`src/rtl/dma_sched_pkg.sv`:
```
// Shared types for the DMA job scheduler: FSM state encoding and the
// position of the enable bit inside the DMA enable register.
package dma_sched_pkg;

    // Scheduler FSM states: accept a job, program the DMA, run it, then
    // force one cycle of EN low so the DMA re-latches its configuration.
    typedef enum logic [1:0] {
        ST_IDLE  = 2'd0,
        ST_LOAD  = 2'd1,
        ST_RUN   = 2'd2,
        ST_CLEAR = 2'd3
    } state_e;

    // Bit of o_DMAEN that starts the DMA engine; all other bits stay 0.
    localparam int DMA_EN_BIT = 0;

endpackage

```
`src/rtl/dma_job_scheduler_if.sv`:
```
// Bundle of the requester job handshake and the DMA register/interrupt
// signals seen by the scheduler.
//
// Handshake: a requester raises req_valid[i] with req_src/dst/len slice i
// stable and keeps them stable until it sees req_ready[i]. req_ready[i] is a
// registered single-cycle pulse meaning "job i was captured at the previous
// clock edge"; the requester should drop req_valid[i] (or present a new job)
// after seeing it. done[i]/err[i] are single-cycle completion pulses.
interface dma_job_scheduler_if #(
    parameter int NUM_REQ = 4,
    parameter int DATA_W  = 32
);
    logic [NUM_REQ-1:0]        req_valid;
    logic [NUM_REQ-1:0]        req_ready;
    logic [NUM_REQ*DATA_W-1:0] req_src;
    logic [NUM_REQ*DATA_W-1:0] req_dst;
    logic [NUM_REQ*DATA_W-1:0] req_len;
    logic [NUM_REQ-1:0]        done;
    logic [NUM_REQ-1:0]        err;
    logic [DATA_W-1:0]         o_DMAEN;
    logic [DATA_W-1:0]         o_DMASRC;
    logic [DATA_W-1:0]         o_DMADST;
    logic [DATA_W-1:0]         o_DMALEN;
    logic                      i_DMA_INTR;

    // Requesters and the DMA engine side.
    modport master (
        output req_valid, req_src, req_dst, req_len, i_DMA_INTR,
        input  req_ready, done, err, o_DMAEN, o_DMASRC, o_DMADST, o_DMALEN
    );

    // The scheduler.
    modport slave (
        input  req_valid, req_src, req_dst, req_len, i_DMA_INTR,
        output req_ready, done, err, o_DMAEN, o_DMASRC, o_DMADST, o_DMALEN
    );
endinterface

```
`src/rtl/dma_job_scheduler_rr_arbiter.sv`:
```
// Combinational round-robin picker: the first requesting index at or after
// ptr, wrapping past N-1 back to 0.
module rr_arbiter #(
    parameter int N = 4
) (
    input  logic [N-1:0]         req,
    input  logic [$clog2(N)-1:0] ptr,
    output logic [N-1:0]         grant,
    output logic [$clog2(N)-1:0] idx,
    output logic                 any
);
    localparam int IDX_W = $clog2(N);

    // Scan N positions starting at ptr; the first hit wins.
    always_comb begin
        grant = '0;
        idx   = '0;
        any   = 1'b0;
        for (int i = 0; i < N; i++) begin
            if (!any && req[(int'(ptr) + i) % N]) begin
                any                          = 1'b1;
                grant[(int'(ptr) + i) % N]   = 1'b1;
                idx                          = IDX_W'((int'(ptr) + i) % N);
            end
        end
    end
endmodule

```
`src/rtl/dma_job_scheduler.sv`:
```
// Shares one DMA engine between NUM_REQ requesters: accepts one copy job at
// a time round-robin, programs the DMA registers, waits for the DMA
// interrupt (or a watchdog timeout) and reports done/err to the owner.
module dma_job_scheduler
    import dma_sched_pkg::*;
#(
    parameter int NUM_REQ = 4,
    parameter int DATA_W  = 32,
    parameter int TMO_W   = 16
) (
    input  logic                       ACLK,
    input  logic                       ARESETn,
    dma_job_scheduler_if.slave         bus,
    output logic                       busy,
    output logic [$clog2(NUM_REQ)-1:0] grant_id,
    output state_e                     dbg_state
);
    localparam int ID_W = $clog2(NUM_REQ);

    // Captured job; held unchanged from acceptance until the next acceptance.
    typedef struct packed {
        logic [DATA_W-1:0] src;
        logic [DATA_W-1:0] dst;
        logic [DATA_W-1:0] len;
        logic [ID_W-1:0]   id;
    } job_t;

    function automatic logic [NUM_REQ-1:0] id_onehot(input logic [ID_W-1:0] id);
        id_onehot     = '0;
        id_onehot[id] = 1'b1;
    endfunction

    state_e             state_q, state_d;
    job_t               job_q, job_d;
    logic [ID_W-1:0]    rr_ptr_q, rr_ptr_d;
    logic [TMO_W-1:0]   wdog_q, wdog_d, wdog_inc;
    logic               zlen_q, zlen_d;

    logic [NUM_REQ-1:0] ready_q, ready_d;
    logic [NUM_REQ-1:0] done_q, done_d;
    logic [NUM_REQ-1:0] err_q, err_d;
    logic               en_q, en_d;
    logic [DATA_W-1:0]  src_q, src_d;
    logic [DATA_W-1:0]  dst_q, dst_d;
    logic [DATA_W-1:0]  len_q, len_d;
    logic               busy_q, busy_d;
    logic [ID_W-1:0]    gid_q, gid_d;
    logic               drive_regs;

    logic [NUM_REQ-1:0] arb_req;
    logic [NUM_REQ-1:0] arb_grant;
    logic [ID_W-1:0]    arb_idx;
    logic               arb_any;

    // A requester whose ready pulse is showing right now may still have
    // valid high for this edge; masking it prevents accepting the same job
    // twice (matters for zero-length jobs, where we stay in IDLE).
    assign arb_req  = bus.req_valid & ~ready_q;
    assign wdog_inc = wdog_q + 1'b1;

    rr_arbiter #(.N(NUM_REQ)) u_arb (
        .req   (arb_req),
        .ptr   (rr_ptr_q),
        .grant (arb_grant),
        .idx   (arb_idx),
        .any   (arb_any)
    );

    // State register.
    always_ff @(posedge ACLK or negedge ARESETn) begin
        if (!ARESETn) state_q <= ST_IDLE;
        else          state_q <= state_d;
    end

    // Next state, job capture, watchdog and next values of every output.
    always_comb begin
        state_d  = state_q;
        job_d    = job_q;
        rr_ptr_d = rr_ptr_q;
        wdog_d   = '0;
        zlen_d   = 1'b0;
        ready_d  = '0;
        done_d   = '0;
        err_d    = '0;

        // Zero-length job accepted last edge: report it now, DMA untouched.
        if (zlen_q) done_d = id_onehot(job_q.id);

        unique case (state_q)
            ST_IDLE: begin
                if (arb_any) begin
                    ready_d   = arb_grant;
                    job_d.src = bus.req_src[arb_idx*DATA_W +: DATA_W];
                    job_d.dst = bus.req_dst[arb_idx*DATA_W +: DATA_W];
                    job_d.len = bus.req_len[arb_idx*DATA_W +: DATA_W];
                    job_d.id  = arb_idx;
                    rr_ptr_d  = (arb_idx == ID_W'(NUM_REQ - 1)) ? '0 : arb_idx + 1'b1;
                    if (job_d.len == '0) zlen_d  = 1'b1;
                    else                 state_d = ST_LOAD;
                end
            end
            ST_LOAD: state_d = ST_RUN;
            ST_RUN: begin
                // wdog counts RUN cycles; it times out on the cycle it reaches
                // all-ones. The interrupt takes priority on that same cycle.
                wdog_d = wdog_inc;
                if (bus.i_DMA_INTR) begin
                    done_d  = id_onehot(job_q.id);
                    state_d = ST_CLEAR;
                end else if (wdog_inc == '1) begin
                    err_d   = id_onehot(job_q.id);
                    state_d = ST_CLEAR;
                end
            end
            ST_CLEAR: state_d = ST_IDLE;
            default:  state_d = ST_IDLE;
        endcase

        // Outputs are registered images of the state being entered.
        drive_regs = (state_d == ST_LOAD) || (state_d == ST_RUN);
        en_d       = (state_d == ST_RUN);
        src_d      = drive_regs ? job_d.src : '0;
        dst_d      = drive_regs ? job_d.dst : '0;
        len_d      = drive_regs ? job_d.len : '0;
        busy_d     = (state_d != ST_IDLE);
        gid_d      = busy_d ? job_d.id : '0;
    end

    // Job, pointer, watchdog and registered outputs.
    always_ff @(posedge ACLK or negedge ARESETn) begin
        if (!ARESETn) begin
            job_q    <= '0;
            rr_ptr_q <= '0;
            wdog_q   <= '0;
            zlen_q   <= 1'b0;
            ready_q  <= '0;
            done_q   <= '0;
            err_q    <= '0;
            en_q     <= 1'b0;
            src_q    <= '0;
            dst_q    <= '0;
            len_q    <= '0;
            busy_q   <= 1'b0;
            gid_q    <= '0;
        end else begin
            job_q    <= job_d;
            rr_ptr_q <= rr_ptr_d;
            wdog_q   <= wdog_d;
            zlen_q   <= zlen_d;
            ready_q  <= ready_d;
            done_q   <= done_d;
            err_q    <= err_d;
            en_q     <= en_d;
            src_q    <= src_d;
            dst_q    <= dst_d;
            len_q    <= len_d;
            busy_q   <= busy_d;
            gid_q    <= gid_d;
        end
    end

    assign bus.req_ready = ready_q;
    assign bus.done      = done_q;
    assign bus.err       = err_q;
    assign bus.o_DMAEN   = DATA_W'(en_q) << DMA_EN_BIT;
    assign bus.o_DMASRC  = src_q;
    assign bus.o_DMADST  = dst_q;
    assign bus.o_DMALEN  = len_q;
    assign busy          = busy_q;
    assign grant_id      = gid_q;
    assign dbg_state     = state_q;
endmodule

```
`src/flat_wrapper.sv`:
```
// flat-port wrapper written by rule: the top's interface ports become plain ports
module dma_job_scheduler_flat import dma_sched_pkg::*;
#(
    parameter int NUM_REQ = 4,
    parameter int DATA_W  = 32,
    parameter int TMO_W   = 16
)
  (ACLK, ARESETn, busy, grant_id, dbg_state, bus_req_valid, bus_req_src, bus_req_dst, bus_req_len, bus_i_DMA_INTR, bus_req_ready, bus_done, bus_err, bus_o_DMAEN, bus_o_DMASRC, bus_o_DMADST, bus_o_DMALEN);
  dma_job_scheduler_if #(.NUM_REQ(NUM_REQ), .DATA_W(DATA_W)) bus_i ();
  input  logic ACLK;
  input  logic ARESETn;
  output logic busy;
  output logic [$clog2(NUM_REQ)-1:0] grant_id;
  output state_e dbg_state;
  input wire logic [$bits(bus_i.req_valid)-1:0] bus_req_valid;
  input wire logic [$bits(bus_i.req_src)-1:0] bus_req_src;
  input wire logic [$bits(bus_i.req_dst)-1:0] bus_req_dst;
  input wire logic [$bits(bus_i.req_len)-1:0] bus_req_len;
  input wire logic [$bits(bus_i.i_DMA_INTR)-1:0] bus_i_DMA_INTR;
  output wire logic [$bits(bus_i.req_ready)-1:0] bus_req_ready;
  output wire logic [$bits(bus_i.done)-1:0] bus_done;
  output wire logic [$bits(bus_i.err)-1:0] bus_err;
  output wire logic [$bits(bus_i.o_DMAEN)-1:0] bus_o_DMAEN;
  output wire logic [$bits(bus_i.o_DMASRC)-1:0] bus_o_DMASRC;
  output wire logic [$bits(bus_i.o_DMADST)-1:0] bus_o_DMADST;
  output wire logic [$bits(bus_i.o_DMALEN)-1:0] bus_o_DMALEN;
  assign bus_i.req_valid = bus_req_valid;
  assign bus_i.req_src = bus_req_src;
  assign bus_i.req_dst = bus_req_dst;
  assign bus_i.req_len = bus_req_len;
  assign bus_i.i_DMA_INTR = bus_i_DMA_INTR;
  assign bus_req_ready = bus_i.req_ready;
  assign bus_done = bus_i.done;
  assign bus_err = bus_i.err;
  assign bus_o_DMAEN = bus_i.o_DMAEN;
  assign bus_o_DMASRC = bus_i.o_DMASRC;
  assign bus_o_DMADST = bus_i.o_DMADST;
  assign bus_o_DMALEN = bus_i.o_DMALEN;
  dma_job_scheduler #(.NUM_REQ(NUM_REQ), .DATA_W(DATA_W), .TMO_W(TMO_W)) u_core (.ACLK(ACLK), .ARESETn(ARESETn), .bus(bus_i), .busy(busy), .grant_id(grant_id), .dbg_state(dbg_state));
endmodule
```
`config.mk`:
```
export PLATFORM = sky130hd
export DESIGN_NAME = dma_job_scheduler_flat
export DESIGN_NICKNAME = d
export VERILOG_FILES = /design/src/rtl/dma_sched_pkg.sv /design/src/rtl/dma_job_scheduler_if.sv /design/src/rtl/dma_job_scheduler_rr_arbiter.sv /design/src/rtl/dma_job_scheduler.sv /design/src/flat_wrapper.sv
export SDC_FILE = /design/constraint.sdc
export NUM_CORES = 1
export LEC_CHECK = 0
export CORE_UTILIZATION = 30
export DETAILED_ROUTE_END_ITERATION = 12
export PLACE_DENSITY = 0.55
export SYNTH_ARGS = -nofsm -noshare
export SYNTH_HDL_FRONTEND = slang
export SYNTH_SLANG_ARGS = --single-unit
```
`constraint.sdc`:
```
create_clock -name ACLK -period 11.35 [get_ports ACLK]
set_clock_uncertainty 0.05 [all_clocks]
set_input_delay 2.8375 -clock ACLK [delete_from_list [all_inputs] [get_ports ACLK]]
set_output_delay 2.8375 -clock ACLK [all_outputs]
set_load 0.01 [all_outputs]
```
==> impl_metrics.env, run 1 <==
export IMPL_synth_seq_cells=231
export IMPL_leakage_nw=8.32
export IMPL_synth_area_per_cell_um2=10.3
export IMPL_die_h_um=217
export IMPL_setup_viol=0
export IMPL_worst_pin_slew_ns=1.13
export IMPL_htreeDepth=1
export IMPL_rows=78
export IMPL_synth_edf_count=0
export IMPL_yosysWarnings=0
export IMPL_slew_headroom_pct=24.5
export IMPL_layout_setup_ws_ns=4.43
export IMPL_hold_depth=2
export IMPL_cts_buffers=28
export IMPL_grt_pass1_vias=12000
export IMPL_place_gp_congestion=0.838
export IMPL_whs_endpoint="u_core.job_q[33]$_DFF_PN0_"
export IMPL_drt_vias_per_instance=4.76
export IMPL_cts_repair_resize_count=0
export IMPL_synth_most_common_cell="dfrtp_1"
export IMPL_dr_first_iter_drc_count=606
export IMPL_rr_startpoint="u_core.rr_ptr_q[0]$_DFFE_PN0P_"
export IMPL_grt_max_degree=136
export IMPL_core_area_mm2=0.0456
export IMPL_dieArea_mm2=0.0472
export IMPL_place_ws_ns=4.00
export IMPL_totalPowerFinal_w=0.00651
export IMPL_synthDistinctLibCells=56
export IMPL_hold_class="flip-flop to flip-flop"
export IMPL_period_minus_slack_ns=6.92
export IMPL_worstHoldStart="u_core.job_q[33]$_DFF_PN0_"
export IMPL_clock_sinks=231
export IMPL_finalWirelength_mm=46.1
export IMPL_arrival_ns=7.28
export IMPL_fp_dieW_um=217
export IMPL_clock_latency_ns=0.54
export IMPL_maxCapViolations=0
export IMPL_drive_above_1_share_pct=16.5
export IMPL_tritoncts="done"
export IMPL_cts_hold_buf=0
export IMPL_synth_area_mm2=0.0139
export IMPL_critPathRequiredTime_ns=11.71
export IMPL_fin_crit_sh_pct=60.9
export IMPL_r2r_slack_ns=6.13
export IMPL_status="completed"
export IMPL_grt_setup_unrepaired="false"
export IMPL_startpoint_type="input pin"
export IMPL_max_freq_ghz=0.145
export IMPL_drv_slew=0
export IMPL_r2r_end="u_core.bus.o_DMASRC[31]$_DFF_PN0_"
export IMPL_netlist_top_cells_count="dfrtp_1 (231), nand2_1 (218), nor2_1 (207)"
export IMPL_postRouteAntennaNets=0
export IMPL_ys_flop_type="dfrtp_1"
export IMPL_crit_type="input pin to flip-flop"
export IMPL_synth_cells=1354
export IMPL_antenna_found_initial=4
export IMPL_hold_viol_final=0
export IMPL_reg2reg_depth=11
export IMPL_synthArstFlopShare_pct=100
export IMPL_drc=0
export IMPL_finalSetupTns_ns=0
export IMPL_grt_first_pass_wirelength_mm=69.5
export IMPL_yosysTopAreaCellShare_pct=41.6
export IMPL_pin_count=536
export IMPL_post_cts_buffers=0
export IMPL_vias=11600
export IMPL_crit_path_end_kind="flip-flop"
export IMPL_first_pass_iters=7
export IMPL_wl_per_cell_um=19.0
export IMPL_grt_remaining_overflow=0
export IMPL_synthTopCellsByArea="dfrtp_1 (42%), a211oi_2 (7.9%), mux2i_1 (7.1%), nand2_1 (5.9%), nor2_1 (5.6%)"
export IMPL_powerDensity_mw_per_mm2=323
export IMPL_synth_yosys_seq_area_share_pct=41.6
export IMPL_dp_hpwl_mm=33.4
export IMPL_port_buffers=504
export IMPL_irDropWorstVdd_mv=0.320
export IMPL_worst_path_max_fanout=135
export IMPL_path_clk_slew_ns=0.06
export IMPL_grt_total_usage_pct=19.0
export IMPL_yosysTopAreaCell="dfrtp_1"
export IMPL_area_delta_synth_final_pct=44.7
export IMPL_initial_utilization_pct=30.5
export IMPL_clockRootBuffer="clkbuf_16"
export IMPL_nNetsFinal=2211
export IMPL_cts_buffer_depth=3
worst max path at each step:
stage / from / to / cells past startpoint
floorplan: bus_req_valid[0] / u_core.bus.o_DMASRC[11]$_DFF_PN0_ / 12
global placement: bus_req_valid[0] / u_core.bus.o_DMADST[31]$_DFF_PN0_ / 10
detailed placement: bus_req_valid[0] / u_core.bus.o_DMASRC[31]$_DFF_PN0_ / 10
CTS: bus_req_valid[0] / u_core.bus.o_DMASRC[31]$_DFF_PN0_ / 10
global route: bus_req_valid[0] / u_core.job_q[65]$_DFF_PN0_ / 10
finish: bus_req_valid[0] / u_core.bus.o_DMASRC[31]$_DFF_PN0_ / 10
worst max-delay path, cell delays in order:
cell             delay, ns
clkdlybuf4s50_1       0.46
nor2b_1               0.22
mux4_2                0.57
o221ai_1              0.24
o32a_2                0.24
buf_12                0.57
buf_4                 0.95
mux2_2                0.42
a211oi_1              0.32
nor3b_1               0.11
metal layers:
| layer | wire length (um) | track usage [%] | vias up |
|---|---|---|---|
| li1 | - | - | 5567 |
| met4 | 1130 | 5.63 | 4 |
| met3 | 3870 | 5.62 | 64 |
| met1 | 18700 | 22.6 | 5538 |
| met5 | 28 | 0 | - |
| met2 | 22400 | 32.8 | 392 |
kinds of logic after synthesis:
kind of cell               Yosys count  synth area share (%)
AOI/OAI and AO/OA                  136                  10.4
xor gates and xnor gates            14                 0.882
adders and majority gates           14                  1.26
buffers and inverters              129                  5.88
DFF                                231                  41.6
muxes                              197                  16.4
other                                1                0.0270
and+or+nand+nor                    632                  23.6
sequential cells by signal, indices dropped and copies added (netlist names):
name                  count
u_core.wdog_q            16
u_core.en_q               1
u_core.grant_id           2
u_core.busy               1
u_core.bus.o_DMADST      32
u_core.dbg_state          2
u_core.bus.o_DMASRC      32
u_core.rr_ptr_q           2
u_core.zlen_q             1
u_core.bus.req_ready      4
u_core.job_q             98
u_core.bus.err            4
u_core.bus.o_DMALEN      32
u_core.bus.done           4
through the flow:
stage / hold WS [ns] / area, um2 / utilization (%) / cells
2_1_floorplan: 0.402 / 14000 / - / 1384
3_3_place_gp: 0.412 / 19200 / 42.0 / 2376
3_5_place_dp: 0.421 / 19200 / 42.0 / 2376
4_1_cts: 0.434 / 20100 / 44.1 / 2428
5_1_grt: 0.439 / 20100 / 44.2 / 2429
6_report: 0.429 / 20100 / 44.2 / 2429
final cells by class:
class,instances,area [um2]
sequential,231,5780
inverter,7,26.3
multi-input combinational,1024,7460
fill,4399,25500
clock inverter,11,133
timing repair buffer,514,5140
clock buffer,41,831
antenna,1,2.50
tap,600,751
placed cells by master (no fill, tap or decap), types with 7 or more instances in the layout:
cell type	synthesis	layout
clkdlybuf4s50_1	0	503
dfrtp_1	231	231
nand2_1	218	217
nor2_1	207	207
mux2i_1	99	99
a211oi_2	88	88
mux2_2	53	53
nor3b_2	48	48
nor3b_1	48	48
mux2_4	43	43
nor4_1	37	37
conb_1	1	31
clkbuf_16	0	29
and2_1	16	15
ha_1	14	13
nor2b_1	10	10
a211oi_1	10	10
xnor2_1	9	9
nand4_1	9	9
buf_4	38	9
inv_1	7	7
nand3_1	7	7
o21ai_0	7	7
nand2b_1	7	7
clkinv_2	0	7
where the power goes:
group | leakage (nW) | switching, W | internal [W]
logic | 5.01 | 0.00231 | 0.00193
clock network | 0.478 | 0.000352 | 0.000572
registers | 2.83 | 0.000123 | 0.00122
Power figures use the tool's default switching activity.
==> inputs of run 2 (changes only) <==
- PLACE_DENSITY: 0.55 -> 0.58
- clock period: 11.35 -> 5.85 ns (I/O delays scaled with it)
==> run 2 against run 1 <==
Combinational power is 96% higher. Die area stayed put. Critical path depth is 1 higher. Critical path type unchanged. Critical endpoint is now u_core.bus.o_DMADST[30]$_DFF_PN0_. Largest cell class unchanged. Largest power group unchanged. Highest routed layer unchanged.
==> impl_metrics.env, run 2 (synthesis results as in run 1) <==
export IMPL_max_stage_delay_ns=0.57
export IMPL_switching_power_w=0.00540
export IMPL_pin_count=536
export IMPL_period_minus_slack_ns=4.64
export IMPL_worst_pin_slew_ns=1.06
export IMPL_tritoncts="done"
export IMPL_finalSetupTns_ns=0
export IMPL_postRouteAntennaNets=0
export IMPL_antenna_found_initial=7
export IMPL_final_cell_area_mm2=0.0202
export IMPL_nNetsFinal=2215
export IMPL_place_area_mm2=0.0193
export IMPL_fin_crit_sh_pct=79.3
export IMPL_first_pass_iters=7
export IMPL_grt_total_usage_pct=18.2
export IMPL_nFillCells=4379
export IMPL_rows=78
export IMPL_core_area_mm2=0.0456
export IMPL_p_int_w=0.00726
export IMPL_dr_first_iter_drc_count=469
export IMPL_largest_reg_flops=98
export IMPL_final_cell_mix="clkdlybuf4s50_1 (503), dfrtp_1 (231), nand2_1 (217)"
export IMPL_post_cts_buffers=0
export IMPL_setup_viol=0
export IMPL_wl_per_cell_um=18.4
export IMPL_port_buffers=504
export IMPL_worst_path_max_delay_cell="a311o_2"
export IMPL_maxCapViolations=0
export IMPL_crit_path_start="bus_req_valid[0]"
export IMPL_max_freq_ghz=0.216
export IMPL_crit_type="input pin to flip-flop"
export IMPL_cp_top_family="compound AO/OA/AOI/OAI gates"
export IMPL_drc=0
export IMPL_leakage_nw=8.36
export IMPL_drv_slew=0
export IMPL_crit_path_end_kind="flip-flop"
export IMPL_dp_hpwl_mm=33.5
export IMPL_path_cells="clkdlybuf4s50_1 > nor2b_1 > o21ai_0 > a311o_2 > mux2i_1 > mux2i_1 > nand2b_1 > a211o_1 > ha_2 > buf_4 > nor3b_1"
export IMPL_drive_above_1_share_pct=16.6
export IMPL_slew_headroom_pct=29.2
export IMPL_hold_class="flip-flop to flip-flop"
export IMPL_fp_dieW_um=217
export IMPL_grt_remaining_overflow=0
export IMPL_clockRootBuffer="clkbuf_16"
export IMPL_powerDensity_mw_per_mm2=627
export IMPL_grt_max_degree=128
export IMPL_htreeDepth=1
export IMPL_cts_buffers=27
export IMPL_worstHoldStart="u_core.job_q[33]$_DFF_PN0_"
export IMPL_hold_viol_final=0
export IMPL_cts_repair_resize_count=0
export IMPL_die_h_um=217
export IMPL_cp_common_cell="mux2i_1"
export IMPL_combPwrFrac_pct=65.5
export IMPL_startpoint_type="input pin"
export IMPL_rr_startpoint="u_core.rr_ptr_q[0]$_DFFE_PN0P_"
export IMPL_path_clk_slew_ns=0.06
export IMPL_arrival_ns=5.02
export IMPL_pwr_share_clk_pct=13.9
export IMPL_vias=11600
export IMPL_drt_vias_per_instance=4.76
export IMPL_dieArea_mm2=0.0472
export IMPL_cts_hold_buf=0
export IMPL_final_common_cell="clkdlybuf4s50_1"
export IMPL_top_register="u_core.job_q"
export IMPL_p_sw_share_pct=42.6
export IMPL_area_delta_synth_final_pct=45.3
export IMPL_worst_path_max_fanout=32
export IMPL_place_gp_congestion=0.869
export IMPL_grt_first_pass_wirelength_mm=66.9
export IMPL_critPathRequiredTime_ns=6.23
export IMPL_status="completed"
export IMPL_clock_sinks=231
export IMPL_initial_utilization_pct=30.5
export IMPL_finalWirelength_mm=44.6
export IMPL_grt_setup_unrepaired="false"
export IMPL_cts_buffer_depth=3
export IMPL_seq_power_share_pct=20.6
export IMPL_clock_latency_ns=0.53
export IMPL_grt_pass1_vias=11700
export IMPL_irDropWorstVdd_mv=0.741
export IMPL_cp_num_buf_inv=2
-- run 2: changes by cell type in the layout (fill, tap and decap cells not counted) --
cell       previous run  this run
ha_4                  1         0
buf_12                1         7
clkinv_4              0         1
buf_4                 9         8
diode_2               1         2
clkbuf_16            29        27
clkinv_2              7         4
ha_2                  0         1
bufinv_16             3         4
-- run 2: worst register-to-register path: stages (launching register included) --
cell	delay (ns)
dfrtp_1	0.67
inv_1	0.28
ha_1	0.50
nand2_1	0.11
a221oi_1	0.48
a311o_2	0.37
mux2i_1	0.24
mux2i_1	0.13
nand2b_1	0.21
a211o_1	0.34
ha_2	0.36
buf_4	0.30
nor3b_1	0.27
-- run 2: area by class of cell --
cell class | count | area [um2] | share of cell area (%)
sequential | 231 | 5780 | 28.6
tap | 600 | 751 | 3.72
clock buffer | 39 | 781 | 3.86
multi-input combinational | 1024 | 7450 | 36.9
inverter | 7 | 26.3 | 0.130
antenna | 2 | 5.00 | 0.0248
clock inverter | 10 | 156 | 0.774
timing repair buffer | 519 | 5250 | 26.0
-- run 2: stage by stage --
step	power [W]	util, %	hold WS [ns]	std cells	worst slack (ns)
6_report	0.0127	44.3	0.426	2432	1.21
5_1_grt	0.0136	44.3	0.455	2430	1.01
4_1_cts	0.0128	44.3	0.434	2430	1.26
3_5_place_dp	0.0110	42.3	0.421	2381	0.714
3_3_place_gp	0.0109	42.3	0.413	2381	0.843
2_1_floorplan	0.00886	-	0.402	1384	1.38
-- run 2: per-layer routing --
layer / track usage [%] / part of all wire (%) / vias to the layer above
met5: 0 / 0.13 / -
met4: 4.11 / 2.1 / 10
met3: 4.95 / 7.7 / 60
met2: 32.0 / 50 / 387
met1: 21.9 / 41 / 5546
li1: - / - / 5572
-- run 2: power groups by stage --
stage / clock network (W) / logic, W / registers (W)
after floorplan: 0 / 0.00614 / 0.00273
final: 0.00176 / 0.00830 / 0.00260
after global routing: 0.00188 / 0.00905 / 0.00267
after detailed placement: 0 / 0.00841 / 0.00263
after CTS: 0.00181 / 0.00842 / 0.00261
after global placement: 0 / 0.00826 / 0.00262
-- run 2: worst paths after layout --
check / slack, ns / end / cells after the start
max: 1.21 / u_core.bus.o_DMADST[30]$_DFF_PN0_ / 11
min: 0.43 / u_core.job_q[33]$_DFF_PN0_ / 2
max reg2reg: 1.43 / u_core.bus.o_DMADST[30]$_DFF_PN0_ / 12
min reg2reg: 0.43 / u_core.job_q[33]$_DFF_PN0_ / 2
max in group asynchronous: 3.64 / u_core.job_q[42]$_DFF_PN0_ / 2
min in group asynchronous: 0.92 / u_core.bus.done[0]$_DFF_PN0_ / 1
